File: src/rtl/vga_frame_scanner.sv
// vga_frame_scanner: VGA raster timing generator that walks the VRAM read port in raster order
// and drives registered sync/RGB plus a one-clock vertical-blank pulse.
module vga_frame_scanner #(
    parameter int ACTIVE_COLUMNS = 640,
    parameter int ACTIVE_ROWS = 480,
    parameter int H_FRONT = 16,
    parameter int H_SYNC = 96,
    parameter int H_BACK = 48,
    parameter int V_FRONT = 10,
    parameter int V_SYNC = 2,
    parameter int V_BACK = 33,
    parameter int ADDR_WIDTH = $clog2(ACTIVE_COLUMNS * ACTIVE_ROWS),
    parameter int DATA_WIDTH = 1,
    parameter logic [11:0] FG_COLOR = 12'hEC6,
    parameter logic [11:0] BG_COLOR = 12'h000
) (
    input  logic                  clk_i,
    input  logic                  reset_i,
    input  logic                  pixel_tick_i,
    input  logic [DATA_WIDTH-1:0] vram_rd_data_i,
    output logic [ADDR_WIDTH-1:0] vram_rd_address_o,
    output logic                  hsync_o,
    output logic                  vsync_o,
    output logic                  video_on_o,
    output logic [11:0]           rgb_o,
    output logic                  vblank_start_o
);
    localparam int H_TOTAL = ACTIVE_COLUMNS + H_FRONT + H_SYNC + H_BACK;
    localparam int V_TOTAL = ACTIVE_ROWS + V_FRONT + V_SYNC + V_BACK;
    localparam int HW = $clog2(H_TOTAL);
    localparam int VW = $clog2(V_TOTAL);
    localparam logic [HW-1:0] H_ACT = HW'(ACTIVE_COLUMNS);
    localparam logic [HW-1:0] H_LAST = HW'(H_TOTAL - 1);
    localparam logic [HW-1:0] HS_FIRST = HW'(ACTIVE_COLUMNS + H_FRONT);
    localparam logic [HW-1:0] HS_LAST = HW'(ACTIVE_COLUMNS + H_FRONT + H_SYNC - 1);
    localparam logic [VW-1:0] V_ACT = VW'(ACTIVE_ROWS);
    localparam logic [VW-1:0] V_ACT_LAST = VW'(ACTIVE_ROWS - 1);
    localparam logic [VW-1:0] V_LAST = VW'(V_TOTAL - 1);
    localparam logic [VW-1:0] VS_FIRST = VW'(ACTIVE_ROWS + V_FRONT);
    localparam logic [VW-1:0] VS_LAST = VW'(ACTIVE_ROWS + V_FRONT + V_SYNC - 1);
    localparam logic [ADDR_WIDTH-1:0] A_LAST = ADDR_WIDTH'(ACTIVE_COLUMNS * ACTIVE_ROWS - 1);

    logic [HW-1:0] h_count;
    logic [VW-1:0] v_count;
    logic active, h_last, v_last, v_enter;

    assign active = (h_count < H_ACT) && (v_count < V_ACT);
    assign h_last = h_count == H_LAST;
    assign v_last = v_count == V_LAST;
    assign v_enter = h_last && (v_count == V_ACT_LAST);

    // The pointer wraps after the final visible pixel so it never exposes an out-of-range address.
    always_ff @(posedge clk_i) begin
        if (!reset_i) begin
            h_count <= '0;
            v_count <= '0;
            vram_rd_address_o <= '0;
            hsync_o <= 1'b1;
            vsync_o <= 1'b1;
            video_on_o <= 1'b0;
            rgb_o <= '0;
            vblank_start_o <= 1'b0;
        end else begin
            vblank_start_o <= pixel_tick_i && v_enter;
            if (pixel_tick_i) begin
                h_count <= h_last ? '0 : h_count + 1'b1;
                if (h_last)
                    v_count <= v_last ? '0 : v_count + 1'b1;
                vram_rd_address_o <= (v_enter || (active && vram_rd_address_o == A_LAST)) ? '0 :
                                     active ? vram_rd_address_o + 1'b1 : vram_rd_address_o;
                hsync_o <= !(h_count >= HS_FIRST && h_count <= HS_LAST);
                vsync_o <= !(v_count >= VS_FIRST && v_count <= VS_LAST);
                video_on_o <= active;
                rgb_o <= !active ? 12'h000 : (|vram_rd_data_i ? FG_COLOR : BG_COLOR);
            end
        end
    end
endmodule

File: config.mk
export PLATFORM = sky130hd
export DESIGN_NAME = vga_frame_scanner
export DESIGN_NICKNAME = d
export VERILOG_FILES = /design/src/rtl/vga_frame_scanner.sv
export SDC_FILE = /design/constraint.sdc
export NUM_CORES = 1
export LEC_CHECK = 0
export CAP_MARGIN = 0
export CORE_UTILIZATION = 55
export DETAILED_ROUTE_END_ITERATION = 16
export GPL_TIMING_DRIVEN = 0
export PLACE_DENSITY = 0.93
export SYNTH_ARGS = -nofsm -noshare
export SYNTH_HDL_FRONTEND = slang
export SYNTH_SLANG_ARGS = --single-unit
File: constraint.sdc
create_clock -name clk_i -period 3.9 [get_ports clk_i]
set_clock_uncertainty 0.05 [all_clocks]
set_input_delay 0.585 -clock clk_i [delete_from_list [all_inputs] [get_ports clk_i]]
set_output_delay 0.585 -clock clk_i [all_outputs]
set_load 0.01 [all_outputs]
==> flow_summary.json, run 1 <==
{
  "run_status": "finished, final reports clean",
  "core_area_um2": 3770,
  "diodes": 0,
  "min_period_over_period": 0.667,
  "synthesis.area_um2": 2210,
  "period_needed_ps": 2600,
  "setup_ws_ps": 1300,
  "globalplace.congestion": 0.853,
  "hold_start": "vsync_o",
  "area_delta_synth_final_pct": 21.9,
  "rsz0062_at_grt": "false",
  "initial_core_util": 0.587,
  "final_nets": 313,
  "critPathMaxFanout": 10,
  "grt_pass1_vias": 1815,
  "wirelength_um": 4930,
  "dieArea_um2": 4280,
  "place_worst_setup_slack_ps": 1040,
  "synth-edff-count": 0,
  "path_clk_slew_ps": 80,
  "grt_usage": 0.242,
  "crit_path_end_kind": "flop",
  "cts.repair.resized": 0,
  "final-hold-violation-count": 0,
  "die_w_um": 65.4,
  "viasPerCell": 5.82,
  "required_ps": 4040,
  "final_cell_mix": "dfxtp_1 (44), clkdlybuf4s50_1 (32), nor2_1 (29)",
  "fin_setup_tns_ps": 0,
  "slew_headroom": 0.621,
  "syn_inst": 261,
  "cts_root_buf": "clkbuf_8",
  "grt_max_degree": 13,
  "cts_tree": "built",
  "synth-seq-cells": 44,
  "clk_latency_ps": 300,
  "hold_depth": 2,
  "startpoint_type": "input pin",
  "ys_types": 44,
  "vias": 2053,
  "r2r_cells": 8,
  "cts-buffers-inserted": 5,
  "final_common_cell": "dfxtp_1",
  "ir_worst_vdd_mv": 0.261,
  "firstDrtPassIters": 4,
  "nFillCells": 289,
  "fmax_mhz": 384,
  "p_per_area_nw_per_um2": 302,
  "numPortBuffers": 32,
  "critical_path_class": "input pin to flop",
  "setup_viol": 0,
  "h-tree-depth": 2,
  "reg2reg_slack_ps": 1340,
  "std_cell_rows": 22,
  "postLayoutCoreUtil": 0.715,
  "min_to": "vsync_o",
  "slew_violations": 0,
  "cts_sinks": 44,
  "ys_seq_area_frac": 0.398,
  "p_leak_nw": 0.968,
  "worst_pin_slew_ps": 566,
  "max_cap_violations": 0,
  "dp_hpwl_um": 3500,
  "hold_path.class": "flop to flop",
  "drc_errors": 0,
  "r2r-end": "vram_rd_address_o[0]",
  "wl_per_cell_um": 14.0,
  "crit_arrival_ps": 2740,
  "ant_nets": 0,
  "drive_above_1_share": 0.0820,
  "cts_setup_buffers": 0,
  "r2r-start": "v_count[1]",
  "ys_async_sr_fraction": 0,
  "synth_area_per_cell_um2": 8.48,
  "ctsHoldBuffers": 0,
  "ioPinCount": 39,
  "drt_iter0_drc": 110,
  "die_y_um": 65.4,
  "overflow": 0,
  "cts_buffer_depth": 2,
  "antenna_found_initial": 0,
  "yosysWarnings": 0,
  "synthFlopType": "dfxtp_1",
  "grt_pass1_wl_um": 7900
}
-- cell usage after synthesis (2+ instances only) --
cell       n  area (µm²)
a21oi_1   19        95.1
and3_1     8        50.1
and4_1     2        17.5
buf_4     11        82.6
clkbuf_1   5        18.8
dfxtp_1   44         881
ha_1       5        62.6
inv_1     11        41.3
mux2i_1    2        20.0
nand2_1   20        75.1
nand3_1   10        50.1
nand4_1   10        62.6
nand4b_1   2        17.5
nor2_1    29         109
nor2b_1    3        18.8
nor3_1     5        25.0
nor4_1     2        12.5
o21a_1     2        15.0
o21ai_0    9        45.0
o31ai_1    8        60.1
or3_1      8        50.1
or4_1      8        60.1
xnor2_1    4        35.0
xor2_1    14         123
-- flip-flops by register name, summed over array words and instances (netlist names) --
register and cells:
vsync_o 1, video_on_o 1, vram_rd_address_o 19, rgb_o 1, v_count 10, h_count 10
hsync_o 1, vblank_start_o 1
-- metrics by stage --
stage / hold slack [ps] / instance area, µm² / power, mW / instances
after floorplan: 452 / 2230 / 0.512 / 265
after global placement: 423 / 2610 / 0.535 / 345
after detailed placement: 433 / 2610 / 0.537 / 345
after CTS: 451 / 2700 / 0.820 / 353
after global routing: 479 / 2700 / 0.849 / 353
final: 443 / 2700 / 0.815 / 353
-- cell families (layout without fill, tap and decap cells) --
kind of cell | count (synthesis) | in the layout | synth area share
AOI/OAI and AO/OA | 46 | 46 | 0.129
xor gates and xnor gates | 18 | 18 | 0.0713
adders and majority gates | 5 | 5 | 0.0283
buffers and inverters | 30 | 70 | 0.0735
DFF | 44 | 44 | 0.398
muxes | 2 | 2 | 0.00905
other | 1 | 5 | 0.00170
and+or+nand+nor | 115 | 115 | 0.289
-- power breakdown --
part / switching (mW) / internal [mW] / leakage [nW]
clock: 0.144 / 0.144 / 0.0455
combinational: 0.0340 / 0.0314 / 0.567
sequential: 0.00687 / 0.455 / 0.356
total: 0.184 / 0.630 / 0.968
-- how the worst max path moves through the flow --
stage / start / to / depth (start not counted)
after detailed placement: pixel_tick_i / vram_rd_address_o[0] / 7
after global routing: v_count[1] / vram_rd_address_o[10] / 8
after CTS: pixel_tick_i / vram_rd_address_o[0] / 7
after floorplan: vram_rd_address_o[12] / vram_rd_address_o[10] / 6
after global placement: pixel_tick_i / vram_rd_address_o[1] / 8
final: pixel_tick_i / vram_rd_address_o[0] / 8
-- cell type report --
type / instances / area (µm²) / area share
Multi-Input combinational cell: 191 / 1180 / 0.439
Sequential cell: 44 / 881 / 0.327
Timing Repair Buffer: 32 / 320 / 0.119
Buffer: 19 / 121 / 0.0450
Clock buffer: 8 / 90.1 / 0.0334
Tap cell: 48 / 60.1 / 0.0223
Inverter: 11 / 41.3 / 0.0153
-- per-layer routing --
layer	routed length, µm	share of wire	global-route usage
met1	2180	0.44	0.284
met2	2470	0.50	0.405
met3	225	0.046	0.0677
met4	50	0.010	0.117
met5	0	0	0
-- critical path: stages --
cell and delay (ps):
clkdlybuf4s50_1 560, nand2_1 120, nor3_4 290, a21oi_2 180, buf_6 190, o21ai_2 410
buf_2 320, nor2_1 80
Power figures use the tool's default switching activity.
==> inputs of run 2 (changes only) <==
--- a/config.mk
+++ b/config.mk
@@ -6,10 +6,10 @@
 export NUM_CORES = 1
 export LEC_CHECK = 0
 export CAP_MARGIN = 0
-export CORE_UTILIZATION = 55
+export CORE_UTILIZATION = 52
 export DETAILED_ROUTE_END_ITERATION = 16
 export GPL_TIMING_DRIVEN = 0
-export PLACE_DENSITY = 0.93
+export PLACE_DENSITY = 0.89
 export SYNTH_ARGS = -nofsm -noshare
 export SYNTH_HDL_FRONTEND = slang
 export SYNTH_SLANG_ARGS = --single-unit
==> constraint.sdc (replaced) <==
create_clock -name clk_i -period 2.7 [get_ports clk_i]
set_clock_uncertainty 0.05 [all_clocks]
set_input_delay 0.405 -clock clk_i [delete_from_list [all_inputs] [get_ports clk_i]]
set_output_delay 0.405 -clock clk_i [all_outputs]
set_load 0.01 [all_outputs]
==> flow_summary.json, run 2 (synthesized netlist as in run 1, its figures left out) <==
{
  "reg2reg_slack_ps": 230,
  "initial_core_util": 0.549,
  "setup_ws_ps": 226,
  "r2r_cells": 7,
  "dp_hpwl_um": 3420,
  "hold_path.class": "input pin to flop",
  "run_status": "finished, final reports clean",
  "fmax_mhz": 404,
  "clk_latency_ps": 310,
  "core_area_um2": 4030,
  "period_needed_ps": 2470,
  "cts_root_buf": "clkbuf_8",
  "drive_above_1_share": 0.0885,
  "fin_setup_tns_ps": 0,
  "postLayoutCoreUtil": 0.672,
  "antenna_found_initial": 0,
  "vias": 2005,
  "startpoint_type": "flop",
  "finalHoldWorstSlack_ps": 360,
  "die_w_um": 67.2,
  "wirelength_um": 4880,
  "cts-buffers-inserted": 5,
  "std_cell_rows": 23,
  "wl_per_cell_um": 13.7,
  "r2r-start": "h_count[5]",
  "endpoint": "vram_rd_address_o[10]",
  "drt_iter0_drc": 107,
  "final-hold-violation-count": 0,
  "critPathMaxFanout": 10,
  "area_delta_synth_final_pct": 22.5,
  "grt_pass1_wl_um": 8020,
  "diodes": 0,
  "die_y_um": 67.2,
  "rsz0062_at_grt": "false",
  "globalplace.congestion": 0.832,
  "slew_violations": 0,
  "largest_reg_flops": 19,
  "crit_path_end_kind": "flop",
  "crit_chain": "or4b_4 -> nor3_4 -> a21oi_2 -> buf_6 -> o21ai_2 -> buf_2 -> a21oi_1",
  "regMostFlops": "vram_rd_address_o",
  "numPortBuffers": 32,
  "cts_setup_buffers": 0,
  "largestRegisters": "vram_rd_address_o (19), h_count (10), v_count (10)",
  "place_worst_setup_slack_ps": -4.03,
  "required_ps": 2830,
  "slowest_delay_ps": 580,
  "nFillCells": 344,
  "final_nets": 313,
  "slowest_stage": "or4b_4",
  "crit_arrival_ps": 2610,
  "ir_worst_vdd_mv": 0.292,
  "ioPinCount": 39,
  "drc_errors": 0,
  "dieArea_um2": 4520,
  "final_cell_mix": "dfxtp_1 (44), clkdlybuf4s50_1 (32), nor2_1 (29)",
  "multi_input_area_um2": 1190,
  "setup_viol": 0,
  "grt_pass1_vias": 1822,
  "area.sequential_um2": 881,
  "r2r-end": "vram_rd_address_o[10]",
  "cts_sinks": 44,
  "cts_tree": "built",
  "ant_nets": 0,
  "viasPerCell": 5.65,
  "path_clk_slew_ps": 80,
  "max_cap_violations": 0,
  "slew_headroom": 0.614,
  "h-tree-depth": 2,
  "crit_start": "h_count[5]",
  "grt_usage": 0.237,
  "worst_pin_slew_ps": 577,
  "final_common_cell": "dfxtp_1",
  "p_per_area_nw_per_um2": 443,
  "critical_path_class": "flop to flop",
  "firstDrtPassIters": 4,
  "cts_buffer_depth": 2,
  "grt_max_degree": 14,
  "p_leak_nw": 0.967,
  "overflow": 0,
  "min_period_over_period": 0.916
}
## run 2: final cells by class
cell class                 count  area share
inverter                      11      0.0152
clock inverter                 1     0.00277
tap                           50      0.0231
multi-input combinational    191       0.439
sequential                    44       0.325
clock buffer                   7      0.0319
timing repair buffer          32       0.118
buffer                        19      0.0448
## run 2: worst max-delay path: cells and delay by family (launching register included)
family          cells  cell delay, ps
simple gates        2             820
flops               1             360
compound gates      3             630
buf+inv             2             490
## run 2: worst min-delay path by stage
stage | depth (start not counted) | startpoint | slack, ps | endpoint
2_1_floorplan | 2 | vram_rd_address_o[10] | 450 | vram_rd_address_o[10]
3_3_place_gp | 2 | vsync_o | 420 | vsync_o
3_5_place_dp | 2 | vsync_o | 430 | vsync_o
4_1_cts | 2 | reset_i | 360 | vsync_o
5_1_grt | 2 | reset_i | 380 | vsync_o
6_report | 2 | reset_i | 360 | vsync_o
## run 2: what timing repair did
action	4_1_cts	5_1_grt
hold buffers	0	0
gates resized for setup	0	1
endpoints found under the setup margin	0	10
## run 2: report_power, final
part           internal, mW  total [mW]  leakage [nW]  switching [mW]
logic                0.0454      0.0930         0.567          0.0476
registers             0.657       0.666         0.356         0.00946
clock network         0.208       0.441        0.0445           0.233
total                 0.910        1.20         0.967           0.290
## run 2: stage by stage
| stage | area (µm²) | power [mW] | instances |
|---|---|---|---|
| finish | 2710 | 1.20 | 355 |
| detailed placement | 2610 | 0.774 | 347 |
| CTS | 2700 | 1.20 | 355 |
| floorplan | 2230 | 0.739 | 265 |
| global route | 2710 | 1.24 | 355 |
| global placement | 2610 | 0.773 | 347 |
## run 2: per-layer routing
layer	up-vias	part of all wire	wire, µm	global-route usage
li1	1005	-	-	-
met1	946	0.46	2240	0.290
met2	47	0.48	2340	0.379
met3	7	0.046	225	0.0659
met4	0	0.015	74	0.117
met5	-	0	0	0
==> inputs of run 3 (changes only) <==
--- a/config.mk
+++ b/config.mk
@@ -6,6 +6,7 @@
 export NUM_CORES = 1
 export LEC_CHECK = 0
 export CAP_MARGIN = 0
+export CORE_MARGIN = 5
 export CORE_UTILIZATION = 52
 export DETAILED_ROUTE_END_ITERATION = 16
 export GPL_TIMING_DRIVEN = 0
==> constraint.sdc (replaced) <==
create_clock -name clk_i -period 2.5 [get_ports clk_i]
set_clock_uncertainty 0.05 [all_clocks]
set_input_delay 0.375 -clock clk_i [delete_from_list [all_inputs] [get_ports clk_i]]
set_output_delay 0.375 -clock clk_i [all_outputs]
set_load 0.01 [all_outputs]
==> flow_summary.json, run 3 (synthesized netlist as in run 1, its figures left out) <==
{
  "run_status": "finished, final reports clean",
  "antenna_found_initial": 0,
  "ioPinCount": 39,
  "cts_tree": "built",
  "largestRegisters": "vram_rd_address_o (19), h_count (10), v_count (10)",
  "drc_errors": 0,
  "min_period_over_period": 0.925,
  "p_per_area_nw_per_um2": 456,
  "max_cap_violations": 0,
  "grtUsageMet1": 0.236,
  "dp.cells": 347,
  "ctsHoldBuffers": 0,
  "final_nets": 316,
  "core_area_um2": 4060,
  "die_w_um": 75.2,
  "crit_arrival_ps": 2490,
  "vias": 2041,
  "total_power_mw": 1.24,
  "critical_path_class": "flop to flop",
  "required_ps": 2670,
  "grt_max_degree": 13,
  "grt_pass1_vias": 1982,
  "die_y_um": 75.2,
  "fmax_mhz": 432,
  "dp_hpwl_um": 3600,
  "overflow": 0,
  "clk_latency_ps": 290,
  "worst_pin_slew_ps": 541,
  "rsz0062_at_grt": "false",
  "min_to": "vsync_o",
  "wirelength_um": 5040,
  "startpoint_type": "flop",
  "slew_headroom": 0.638,
  "largest_reg_flops": 19,
  "grtUsageMet2": 0.336,
  "drt_iter0_drc": 174,
  "wl_per_cell_um": 14.1,
  "cts_sinks": 44,
  "r2r_cells": 6,
  "setup_viol": 0,
  "cts_buffer_depth": 2,
  "use_met3": 0.0427,
  "grt_most_used_layer": "met2",
  "ir_worst_vdd_mv": 0.384,
  "crit_path_end_kind": "flop",
  "reg2reg_slack_ps": 190,
  "regMostFlops": "vram_rd_address_o",
  "cts-buffers-inserted": 5,
  "h-tree-depth": 2,
  "hold_path.class": "input pin to flop",
  "path_clk_slew_ps": 80,
  "drive_above_1_share": 0.0977,
  "final-hold-violation-count": 0,
  "ant_nets": 0,
  "final_common_cell": "dfxtp_1",
  "initial_core_util": 0.545,
  "hold_depth": 2,
  "fin_cells": 357,
  "diodes": 0,
  "area_delta_synth_final_pct": 23.2,
  "dpl_cell_area_um2": 2610,
  "r2r-end": "vram_rd_address_o[5]",
  "fin_setup_tns_ps": 0,
  "r2r-start": "h_count[5]",
  "cts_root_buf": "clkbuf_8",
  "grt_usage": 0.192,
  "viasPerCell": 5.72,
  "period_needed_ps": 2310,
  "slew_violations": 0,
  "firstDrtPassIters": 4,
  "final_cell_mix": "dfxtp_1 (44), clkdlybuf4s50_1 (32), nor2_1 (29)",
  "p_leak_nw": 0.983,
  "dieArea_um2": 5660,
  "critPathMaxFanout": 10,
  "grt_pass1_wl_um": 8540,
  "numPortBuffers": 32,
  "hold_start": "reset_i",
  "setup_ws_ps": 187,
  "std_cell_rows": 23,
  "globalplace.congestion": 0.823,
  "design_area_um2": 2730,
  "place_worst_setup_slack_ps": -250
}
run 3: critical path, cell delays in order (launching register included):
cell and delay (ps):
dfxtp_1 360, or4b_4 580, nor3_4 240, a21oi_2 180
buf_6 190, or4_1 480, a21oi_1 170
run 3: layout make-up:
cell class | instances | area (µm²)
repair buffers | 35 | 343
fillers | 334 | 1330
plain buffers | 19 | 125
clock inverters | 1 | 5.00
well taps | 50 | 62.6
multi-input cells | 191 | 1200
flip-flops and latches | 44 | 881
inverters | 11 | 41.3
clock buffers | 6 | 72.6
run 3: what timing repair did:
action	in CTS	in global routing
gates resized for setup	1	4
endpoints found under the setup margin	10	16
pin swaps	0	1
setup buffers	0	3
run 3: power by group:
part	leakage [nW]	internal (mW)	switching, mW
Combinational	0.586	0.0534	0.0558
Clock	0.0410	0.190	0.224
Sequential	0.356	0.709	0.0114
run 3: worst max-delay path by stage:
| stage | cells after the start | from | to |
|---|---|---|---|
| after floorplan | 6 | vram_rd_address_o[12] | vram_rd_address_o[10] |
| after global placement | 7 | pixel_tick_i | vram_rd_address_o[1] |
| after detailed placement | 7 | pixel_tick_i | vram_rd_address_o[12] |
| after CTS | 8 | v_count[0] | vram_rd_address_o[12] |
| after global routing | 6 | h_count[5] | vram_rd_address_o[10] |
| final | 6 | h_count[5] | vram_rd_address_o[5] |
run 3: layer usage:
layer	vias up	routed length (µm)
met3	5	301
met4	0	48
met1	968	2240
met2	62	2450
met5	-	0
li1	1006	-
run 3: stage by stage:
stage	util	hold WS, ps
after CTS	0.664	359
after detailed placement	0.643	441
after global routing	0.672	393
after global placement	0.643	424
final	0.672	360
after floorplan	-	452
